### config.mk
export PLATFORM = sky130hd
export DESIGN_NAME = ysyx_25020037_uart_tx_fifo
export DESIGN_NICKNAME = d
export VERILOG_FILES = /design/src/rtl/ysyx_25020037_uart_tx_fifo.sv
export SDC_FILE = /design/constraint.sdc
export NUM_CORES = 1
export LEC_CHECK = 0
export CAP_MARGIN = 20
export CORE_UTILIZATION = 47
export DETAILED_ROUTE_END_ITERATION = 6
export GPL_ROUTABILITY_DRIVEN = 1
export PLACE_DENSITY_LB_ADDON = 0.3
export SYNTH_ARGS = -nofsm -noshare
export SYNTH_HDL_FRONTEND = slang
export SYNTH_SLANG_ARGS = --single-unit
export TNS_END_PERCENT = 30
### constraint.sdc
create_clock -name clk_i -period 3.2 [get_ports clk_i]
set_input_delay 0.32 -clock clk_i [delete_from_list [all_inputs] [get_ports clk_i]]
set_output_delay 0.32 -clock clk_i [all_outputs]
set_load 0.1 [all_outputs]
### src/rtl/ysyx_25020037_uart_tx_fifo.sv
// ---------------------------------------------------------------------------
// ysyx_25020037_uart_tx_fifo
//   AXI4-Lite slave UART transmitter on a peripheral port of the crossbar.
//   Byte writes to TXDATA are queued in a TX FIFO and sent on txd_o as 8N1
//   frames. The bit time comes from the programmable BAUDDIV register.
//   STATUS lets software poll full/empty/busy instead of stalling the core.
//
//   Register map (offset [3:0]):
//     0x0 TXDATA   W: push wdata[7:0] when wstrb[0]; R: 0
//     0x4 STATUS   R: {29'b0, busy, empty, full}; W: ignored (OKAY)
//     0x8 BAUDDIV  RW: [15:0], byte lanes per wstrb[1:0], 0 stored as 1
//     others       R: 0 / SLVERR; W: no effect / SLVERR
//
// Ports
//   clk_i, rst_ni                 clock, asynchronous active-low reset
//   araddr_i/arvalid_i/arready_o  read address channel
//   rdata_o/rresp_o/rvalid_o/rready_i  read data channel
//   awaddr_i/awvalid_i/awready_o  write address channel
//   wdata_i/wstrb_i/wvalid_i/wready_o  write data channel
//   bresp_o/bvalid_o/bready_i     write response channel
//   txd_o                         serial output, idle high
//   tx_idle_o                     FIFO empty and transmitter idle
// ---------------------------------------------------------------------------
module ysyx_25020037_uart_tx_fifo #(
  parameter int unsigned FIFO_DEPTH = 8,
  parameter logic [15:0] DIV_RESET  = 16'd868
) (
  input  logic        clk_i,
  input  logic        rst_ni,
  input  logic [31:0] araddr_i,
  input  logic        arvalid_i,
  output logic        arready_o,
  output logic [31:0] rdata_o,
  output logic [1:0]  rresp_o,
  output logic        rvalid_o,
  input  logic        rready_i,
  input  logic [31:0] awaddr_i,
  input  logic        awvalid_i,
  output logic        awready_o,
  input  logic [31:0] wdata_i,
  input  logic [3:0]  wstrb_i,
  input  logic        wvalid_i,
  output logic        wready_o,
  output logic [1:0]  bresp_o,
  output logic        bvalid_o,
  input  logic        bready_i,
  output logic        txd_o,
  output logic        tx_idle_o
);

  localparam int unsigned PW        = $clog2(FIFO_DEPTH);
  localparam logic [PW:0] DEPTH_CNT = (PW+1)'(FIFO_DEPTH);

  localparam logic [3:0] ADDR_TXDATA  = 4'h0;
  localparam logic [3:0] ADDR_STATUS  = 4'h4;
  localparam logic [3:0] ADDR_BAUDDIV = 4'h8;

  localparam logic [1:0] RESP_OKAY   = 2'b00;
  localparam logic [1:0] RESP_SLVERR = 2'b10;

  typedef enum logic [1:0] {
    TX_IDLE,
    TX_START,
    TX_DATA,
    TX_STOP
  } txState_e;

  // FIFO storage and pointers; the extra pointer bit separates full from empty
  logic [7:0]  mem_q [FIFO_DEPTH];
  logic [PW:0] wrPtr_q, rdPtr_q;
  logic [PW:0] count;
  logic        full, empty;
  logic        push, pop;

  // Register file and AXI response state
  logic [15:0] baudDiv_q, baudDiv_d;
  logic        rvalid_q;
  logic [31:0] rdata_q, rdata_d;
  logic [1:0]  rresp_q, rresp_d;
  logic        bvalid_q;
  logic [1:0]  bresp_q, bresp_d;

  // Transmitter state
  txState_e    state_q, state_d;
  logic [15:0] timer_q, timer_d;
  logic [15:0] divLat_q, divLat_d;
  logic [2:0]  bitIdx_q, bitIdx_d;
  logic [7:0]  shift_q, shift_d;
  logic        txd;
  logic        busy;

  logic [3:0]  awOff;
  logic        stall;
  logic        wrHs;
  logic        arHs;

  // Upper address/data bits and the high strobes are not decoded
  logic unused_ok;
  assign unused_ok = ^{araddr_i[31:4], awaddr_i[31:4], wdata_i[31:16], wstrb_i[3:2]};

  assign count = wrPtr_q - rdPtr_q;
  assign full  = (count == DEPTH_CNT);
  assign empty = (count == '0);
  assign busy  = (state_q != TX_IDLE);

  // A TXDATA push into a full FIFO holds off both AW and W so nothing is lost
  assign awOff     = awaddr_i[3:0];
  assign stall     = (awOff == ADDR_TXDATA) & wstrb_i[0] & full;
  assign wrHs      = awvalid_i & wvalid_i & ~bvalid_q & ~stall;
  assign awready_o = wrHs;
  assign wready_o  = wrHs;
  assign push      = wrHs & (awOff == ADDR_TXDATA) & wstrb_i[0];

  assign arHs      = arvalid_i & ~rvalid_q;
  assign arready_o = ~rvalid_q;

  assign rvalid_o  = rvalid_q;
  assign rdata_o   = rdata_q;
  assign rresp_o   = rresp_q;
  assign bvalid_o  = bvalid_q;
  assign bresp_o   = bresp_q;
  assign txd_o     = txd;
  assign tx_idle_o = empty & ~busy;

  // Read decode; captured into rdata_q on the AR handshake
  always_comb begin
    rdata_d = '0;
    rresp_d = RESP_OKAY;
    case (araddr_i[3:0])
      ADDR_TXDATA:  rdata_d = '0;
      ADDR_STATUS:  rdata_d = {29'b0, busy, empty, full};
      ADDR_BAUDDIV: rdata_d = {16'b0, baudDiv_q};
      default:      rresp_d = RESP_SLVERR;
    endcase
  end

  // BAUDDIV lane merge; a zero divider would never advance, so it becomes 1
  always_comb begin
    baudDiv_d = baudDiv_q;
    if (wstrb_i[0]) baudDiv_d[7:0]  = wdata_i[7:0];
    if (wstrb_i[1]) baudDiv_d[15:8] = wdata_i[15:8];
    if (baudDiv_d == 16'd0) baudDiv_d = 16'd1;
  end

  always_comb begin
    case (awOff)
      ADDR_TXDATA, ADDR_STATUS, ADDR_BAUDDIV: bresp_d = RESP_OKAY;
      default:                                bresp_d = RESP_SLVERR;
    endcase
  end

  // Read channel: one outstanding read, data held until rready
  always_ff @(posedge clk_i or negedge rst_ni) begin
    if (!rst_ni) begin
      rvalid_q <= 1'b0;
      rdata_q  <= '0;
      rresp_q  <= RESP_OKAY;
    end else if (arHs) begin
      rvalid_q <= 1'b1;
      rdata_q  <= rdata_d;
      rresp_q  <= rresp_d;
    end else if (rready_i) begin
      rvalid_q <= 1'b0;
    end
  end

  // Write response and BAUDDIV update on the AW/W handshake edge
  always_ff @(posedge clk_i or negedge rst_ni) begin
    if (!rst_ni) begin
      bvalid_q  <= 1'b0;
      bresp_q   <= RESP_OKAY;
      baudDiv_q <= DIV_RESET;
    end else begin
      if (wrHs) begin
        bvalid_q <= 1'b1;
        bresp_q  <= bresp_d;
        if (awOff == ADDR_BAUDDIV) baudDiv_q <= baudDiv_d;
      end else if (bready_i) begin
        bvalid_q <= 1'b0;
      end
    end
  end

  // FIFO pointers; push and pop in one cycle both advance
  always_ff @(posedge clk_i or negedge rst_ni) begin
    if (!rst_ni) begin
      wrPtr_q <= '0;
      rdPtr_q <= '0;
    end else begin
      if (push) wrPtr_q <= wrPtr_q + 1'b1;
      if (pop)  rdPtr_q <= rdPtr_q + 1'b1;
    end
  end

  // Storage needs no reset; the pointers define what is valid
  always_ff @(posedge clk_i) begin
    if (push) mem_q[wrPtr_q[PW-1:0]] <= wdata_i[7:0];
  end

  // Transmitter state register
  always_ff @(posedge clk_i or negedge rst_ni) begin
    if (!rst_ni) begin
      state_q  <= TX_IDLE;
      timer_q  <= '0;
      divLat_q <= DIV_RESET;
      bitIdx_q <= '0;
      shift_q  <= '0;
    end else begin
      state_q  <= state_d;
      timer_q  <= timer_d;
      divLat_q <= divLat_d;
      bitIdx_q <= bitIdx_d;
      shift_q  <= shift_d;
    end
  end

  // Frame sequencing; the divider is latched at frame start so BAUDDIV
  // writes during a frame only affect the following one
  always_comb begin
    state_d  = state_q;
    timer_d  = timer_q;
    divLat_d = divLat_q;
    bitIdx_d = bitIdx_q;
    shift_d  = shift_q;
    pop      = 1'b0;
    txd      = 1'b1;
    case (state_q)
      TX_IDLE: begin
        if (!empty) begin
          pop      = 1'b1;
          shift_d  = mem_q[rdPtr_q[PW-1:0]];
          divLat_d = baudDiv_q;
          timer_d  = baudDiv_q - 16'd1;
          state_d  = TX_START;
        end
      end
      TX_START: begin
        txd = 1'b0;
        if (timer_q == 16'd0) begin
          state_d  = TX_DATA;
          bitIdx_d = 3'd0;
          timer_d  = divLat_q - 16'd1;
        end else begin
          timer_d = timer_q - 16'd1;
        end
      end
      TX_DATA: begin
        txd = shift_q[0];
        if (timer_q == 16'd0) begin
          timer_d = divLat_q - 16'd1;
          if (bitIdx_q == 3'd7) begin
            state_d = TX_STOP;
          end else begin
            shift_d  = {1'b0, shift_q[7:1]};
            bitIdx_d = bitIdx_q + 3'd1;
          end
        end else begin
          timer_d = timer_q - 16'd1;
        end
      end
      TX_STOP: begin
        if (timer_q == 16'd0) begin
          state_d = TX_IDLE;
        end else begin
          timer_d = timer_q - 16'd1;
        end
      end
      default: state_d = TX_IDLE;
    endcase
  end

endmodule

==> impl_metrics.toml, run 1 <==
[logic_synthesis]
ys_seq_elements = 153
async_reset_ff_share_pct = 58.2
synth.top_cell.area_share_pct = 25.3
synth_area_leaders = "dfrtp_1 25%, edfxtp_1 25%, mux2_2 6.0%, mux4_2 4.6%, o21ai_0 3.5%"
ys_warn_count = 0
yosysTopAreaCell = "dfrtp_1"
synth_edf_count = 64
ys_seq_area_share_pct = 53.2
syn_area_um2 = 7820
synth_cell_types = 68
syn_inst = 662
syn_area_per_cell_um2 = 11.8
synth_ff_type = "dfrtp_1"

[routing]
drc_errors = 0
ant_nets = 0
wirelength_mm = 17.3
firstDrtPassIters = 5
vias_per_cell = 5.65
wl_per_cell_um = 18.0
vias = 5414
drtIter0Drc = 380

[outcome]
status = "completed"

[critical_path]
crit_family = "compound AO/OA/AOI/OAI gates"
crit_required_ns = 2.88
crit_path_cell_trace = "ha_1, nor2b_1, o21a_1, o21ai_0, nand2_2, a311oi_4, buf_4, buf_12"
slowest_delay_ns = 0.48
cp_num_buf_inv = 2
arrival_ns = 2.69
worstPathMaxFanout = 9
cp-startpoint = "wrPtr_q[1]"
endpoint_kind = "primary output"
worstSetupStartpointType = "flop"
path_class = "reg2out"
timing.rr.start = "timer_q[0]"
cp_slowest_cell = "dfrtp_1"

[pwr]
p_leak_uw = 0.00367
power_density_nw_per_um2 = 858
irDropWorstVdd_mv = 0.431

[global_routing]
grt_usage_pct = 21.8
grt_start_max_net_pins = 36
grt_pass1_vias = 5297
grt_pass1_wl_mm = 27.7
antenna_found_initial = 0
grt_overflow_total = 0

[floorplanning]
fp.dieArea_um2 = 17200
fp.dieH_um = 131
initial_core_util_pct = 48.7
rows = 46
io-pin-count = 150
die_x_um = 131
core_area_um2 = 16100

[clock_tree]
worstSkewPairLatency_ns = 0.43
cts_made_buffers = 17
root_buffer = "clkbuf_16"
cts.clk_slew.worst_paths_ns = 0.07
clock_path_buffers = 2
cts_tree = "yes"
clkSinkCount = 153
htreeDepth = 4

[timing]
min_period_ns = 3.01
hold_viol_final = 0
final.period_utilization_pct = 94.1
worst_slack_ns = 0.188
rsz0062_at_grt = "false"
slew_headroom_pct = 34.0
tns_ns = 0
skew_ns = 0.00979
fmax_mhz = 332
maxSlewViolCount = 0
worstMarginPinSlew_ns = 0.986
setup_violations = 0

[finish]
final_util_pct = 57.9
fillers = 1281
synthToLayoutAreaGrowth_pct = 18.9
nNetsFinal = 852
fin_cells = 959
layout-drive-gt1-share_pct = 19.8
antenna_cells = 0

[worst_hold_path]
min_path_type = "in2async"

[placement]
pre_cts_slack_ns = 0.504
gp_congestion = 0.808
port_buffers = 57
post-place-cells = 924
hpwl_mm = 12.2

[run]
drv_cap = 0
flip-flops by register name, summed over array words and instances (netlist names):
register   cells
state_q        2
rvalid_o       1
timer_q       16
rdata_o       16
bitIdx_q       3
baudDiv_q     16
wrPtr_q        4
rdPtr_q        4
divLat_q      16
bvalid_o       1
bresp_o        1
shift_q        8
rresp_o        1
mem_q         64
area by class of cell:
class	count	area (um^2)	share of cell area (%)
multi-input combinational	452	3370	36.2
clock inverter	15	189	2.03
sequential	153	4160	44.8
tap	216	270	2.91
clock buffer	17	425	4.58
inverter	23	86.3	0.929
timing repair buffer	83	793	8.54
routing by layer:
layer	up-vias	share of wire (%)	GRT usage, %
met5	-	0	0
met2	172	48	34.1
met3	17	5.8	4.72
met1	2669	45	30.4
met4	0	1.1	6.83
li1	2556	-	-
power by group:
part	internal, uW	total [uW]	switching, uW
Combinational	1340	3250	1910
Clock	1070	2020	953
Sequential	2360	2710	347
Total	4770	7980	3210
synth_stat cells (all sizes together), types with 3 or more instances:
| master | instances |
|---|---|
| nand2 | 72 |
| a211oi | 4 |
| or4 | 3 |
| ha | 15 |
| xor2 | 21 |
| o21ai | 55 |
| xnor2 | 20 |
| nor4 | 18 |
| inv | 23 |
| buf | 33 |
| a21oi | 11 |
| dfrtp | 79 |
| nand3 | 15 |
| mux2 | 43 |
| nor2 | 32 |
| edfxtp | 64 |
| clkbuf | 18 |
| nor3b | 6 |
| mux4 | 16 |
| dfstp | 10 |
| a221oi | 4 |
| or3 | 3 |
| nor4b | 4 |
| o31ai | 4 |
| a22o | 10 |
| nand4 | 4 |
| mux2i | 11 |
| a31oi | 5 |
| nor3 | 18 |
| o211ai | 5 |
worst register-to-register path: cells and delay by family (launching register included):
family / cells / cell delay [ns]
AND/OR/NAND/NOR: 4 / 1.19
AO/OA/AOI/OAI: 2 / 0.49
flip-flops: 1 / 0.42
buffers and inverters: 2 / 0.36
adder cells (fa/ha/maj): 1 / 0.21
cells in the final DEF, fill, tap and decap left out, types with 18 or more instances in the layout:
master	count
buf_4	27
clkdlybuf4s50_1	52
conb_1	18
dfrtp_1	79
edfxtp_1	64
inv_1	22
mux2_2	42
nand2_1	70
nor2_1	31
nor3_1	18
o21ai_0	53
xnor2_1	20
xor2_1	21
cell families (layout without fill, tap and decap cells):
family                     after synthesis  after routing  share of synthesized area, %
AOI/OAI and AO/OA                      120            120                          10.1
other                                    1             18                        0.0480
and+or+nand+nor                        188            188                          12.5
DFF                                    153            153                          53.2
adders and majority gates               15             15                          2.40
xor gates and xnor gates                41             41                          4.59
buffers and inverters                   74            138                          4.85
muxes                                   70             70                          12.3
path summary, 6_finish.rpt:
check / depth (start not counted) / slack, ns / to
worst max register to register: 9 / 0.45 / timer_q[8]
worst min register to register: 2 / 0.49 / rdata_o[11]
worst min-delay path: 2 / 0.38 / timer_q[12]
worst max-delay path: 8 / 0.19 / wready_o
max in group asynchronous: 3 / 2.03 / baudDiv_q[6]
min in group clk_i: 2 / 0.46 / rvalid_o
what timing repair did:
item	in CTS	in global routing
endpoints found under the hold margin	27	0
resized for setup	0	1
setup endpoints to repair	0	2
hold buffers	1	0
buffers inserted	0	2
metrics by stage:
stage               hold slack, ns  total power [uW]  instance area, um^2
detailed placement           0.295              5950                 8650
floorplan                   0.0244              5320                 7920
global route                 0.416              8420                 9290
CTS                          0.385              7990                 9280
global placement             0.288              5840                 8650
finish                       0.377              7980                 9290
(Power assumes the default switching activity.)
==> inputs of run 2 (changes only) <==
--- a/config.mk
+++ b/config.mk
@@ -10,6 +10,7 @@
 export DETAILED_ROUTE_END_ITERATION = 6
 export GPL_ROUTABILITY_DRIVEN = 1
 export PLACE_DENSITY_LB_ADDON = 0.3
+export SETUP_SLACK_MARGIN = 0.3
 export SYNTH_ARGS = -nofsm -noshare
 export SYNTH_HDL_FRONTEND = slang
 export SYNTH_SLANG_ARGS = --single-unit
==> run 2 against run 1 <==
Compared with the run above: the run now ends with negative hold slack left; power rose by 2.6%; via count fell by 0.92%; setup slack improved by 0.20 ns; sequential cell count did not move; critical path type unchanged; critical endpoint is now awready_o; largest power group unchanged.
==> impl_metrics.toml, run 2 (synthesized netlist as in run 1, its figures left out) <==
[critical_path]
arrival_ns = 2.49
crit_required_ns = 2.88
r2r_end = "mem_q[0][0]"
endpoint_kind = "primary output"
cp-startpoint = "wrPtr_q[0]"
path_class = "reg2out"
reg2regPathDepth = 8
r2r_slack_ns = 0.44
worstPathMaxFanout = 8
worstSetupStartpointType = "flop"
timing.rr.start = "wrPtr_q[0]"

[outcome]
violations = "negative hold slack"
status = "complete, but fails checks"

[routing]
wirelength_mm = 17.5
drtIter0Drc = 484
wl_per_cell_um = 18.2
firstDrtPassIters = 7
vias_per_cell = 5.59
vias = 5364
drc_errors = 0
ant_nets = 0

[pwr]
power_density_nw_per_um2 = 875
comb_power_share_pct = 40.3
p_sw_uw = 3170
swShare_pct = 38.8
p_int_uw = 5020
seqPwrFrac_pct = 33.1
pwr-share-clk_pct = 26.6
p_leak_uw = 0.00370
irDropWorstVdd_mv = 0.425
total_power_uw = 8190

[worst_hold_path]
min_path_type = "in2async"

[timing]
hold_slack_ns = -0.0139
maxSlewViolCount = 0
tns_ns = 0
skew_ns = 0.00971
setup_violations = 0
rsz0062_at_grt = "true"
min_period_ns = 2.81
worstMarginPinSlew_ns = 0.989
slew_headroom_pct = 33.9
fmax_mhz = 356
hold_viol_final = 16
final.period_utilization_pct = 87.9

[global_routing]
grt_usage_pct = 22.2
grt_start_max_net_pins = 63
grt_pass1_wl_mm = 28.3
grt_overflow_total = 0
antenna_found_initial = 0
grt_pass1_vias = 5248

[clock_tree]
cts_made_buffers = 17
root_buffer = "clkbuf_16"
clock_path_buffers = 2
worstSkewPairLatency_ns = 0.42
postCtsHoldBufs = 0
htreeDepth = 4
cts_tree = "yes"
clkSinkCount = 153
cts.clk_slew.worst_paths_ns = 0.06

[finish]
fillers = 1312
synthToLayoutAreaGrowth_pct = 19.8
final_common_cell = "dfrtp_1"
mostFrequentLayoutCells = "77 x dfrtp_1, 70 x nand2_1, 64 x edfxtp_1"
nNetsFinal = 852
layout-drive-gt1-share_pct = 20.9
antenna_cells = 0
largest_reg_flops = 64

[floorplanning]
io-pin-count = 150
fp.dieH_um = 131
rows = 46
die_x_um = 131
fp.dieArea_um2 = 17200
core_area_um2 = 16100
initial_core_util_pct = 48.7

[placement]
gp_congestion = 0.799
port_buffers = 57
hpwl_mm = 12.2

[run]
drv_cap = 0
==> run 2: cell count changes in the layout (fill, tap and decap cells not counted), moves of 2 or more <==
cell / before / now
bufinv_16: 0 / 3
clkinv_8: 5 / 2
dfrtp_1: 79 / 77
dfrtp_2: 0 / 2
==> run 2: final cells by class <==
| cell class | instances | area, um^2 | area share [%] |
|---|---|---|---|
| Sequential cell | 153 | 4160 | 44.5 |
| Timing Repair Buffer | 83 | 791 | 8.44 |
| Clock inverter | 15 | 223 | 2.38 |
| Inverter | 23 | 88.8 | 0.949 |
| Clock buffer | 17 | 425 | 4.54 |
| Multi-Input combinational cell | 452 | 3400 | 36.3 |
| Tap cell | 216 | 270 | 2.89 |
==> run 2: what timing repair did <==
item,in CTS,in global routing
gates resized for setup,0,4
setup buffers,0,3
endpoints found under the setup margin,10,8
pin swaps,0,2
gates cloned,0,0
==> run 2: power groups by stage <==
stage / clock network, uW / registers (uW) / logic (uW)
final: 2180 / 2710 / 3300
after global placement: 0 / 2720 / 3160
after CTS: 2210 / 2700 / 3270
after global routing: 2290 / 2750 / 3620
after detailed placement: 0 / 2740 / 3240
after floorplan: 0 / 2770 / 2580
==> run 2: how the worst max path moves through the flow <==
stage	end	slack (ns)	cells after the start
after floorplan	wready_o	0.05	10
after global placement	mem_q[0][4]	0.28	6
after detailed placement	mem_q[0][5]	0.23	6
after CTS	mem_q[0][1]	0.18	6
after global routing	mem_q[0][1]	0.26	8
final	awready_o	0.39	9
==> run 2: stage by stage <==
step                utilization (%)  hold slack, ns  setup slack [ns]  cells  instance area, um^2
CTS                            58.1          0.0134             0.179    955                 9330
finish                         58.3         -0.0139             0.387    959                 9360
global route                   58.3          0.0313             0.256    959                 9360
global placement               54.0           0.454             0.284    923                 8680
floorplan                         -          0.0244            0.0504    679                 7960
detailed placement             54.0           0.465             0.226    923                 8680
==> run 2: worst max-delay path, cell delays in order (launching register included) <==
cell	delay [ns]
dfrtp_2	0.47
inv_1	0.13
ha_1	0.23
nor2b_4	0.05
o21a_1	0.22
o21ai_2	0.17
nand2_2	0.15
a311oi_4	0.27
buf_4	0.20
buf_12	0.18
==> run 2: layer usage <==
| layer | vias to the layer above | global-route usage (%) | routed length (um) |
|---|---|---|---|
| met5 | - | 0 | 0 |
| li1 | 2538 | - | - |
| met4 | 0 | 6.29 | 162 |
| met2 | 167 | 34.0 | 8260 |
| met3 | 19 | 5.01 | 840 |
| met1 | 2640 | 31.7 | 8220 |
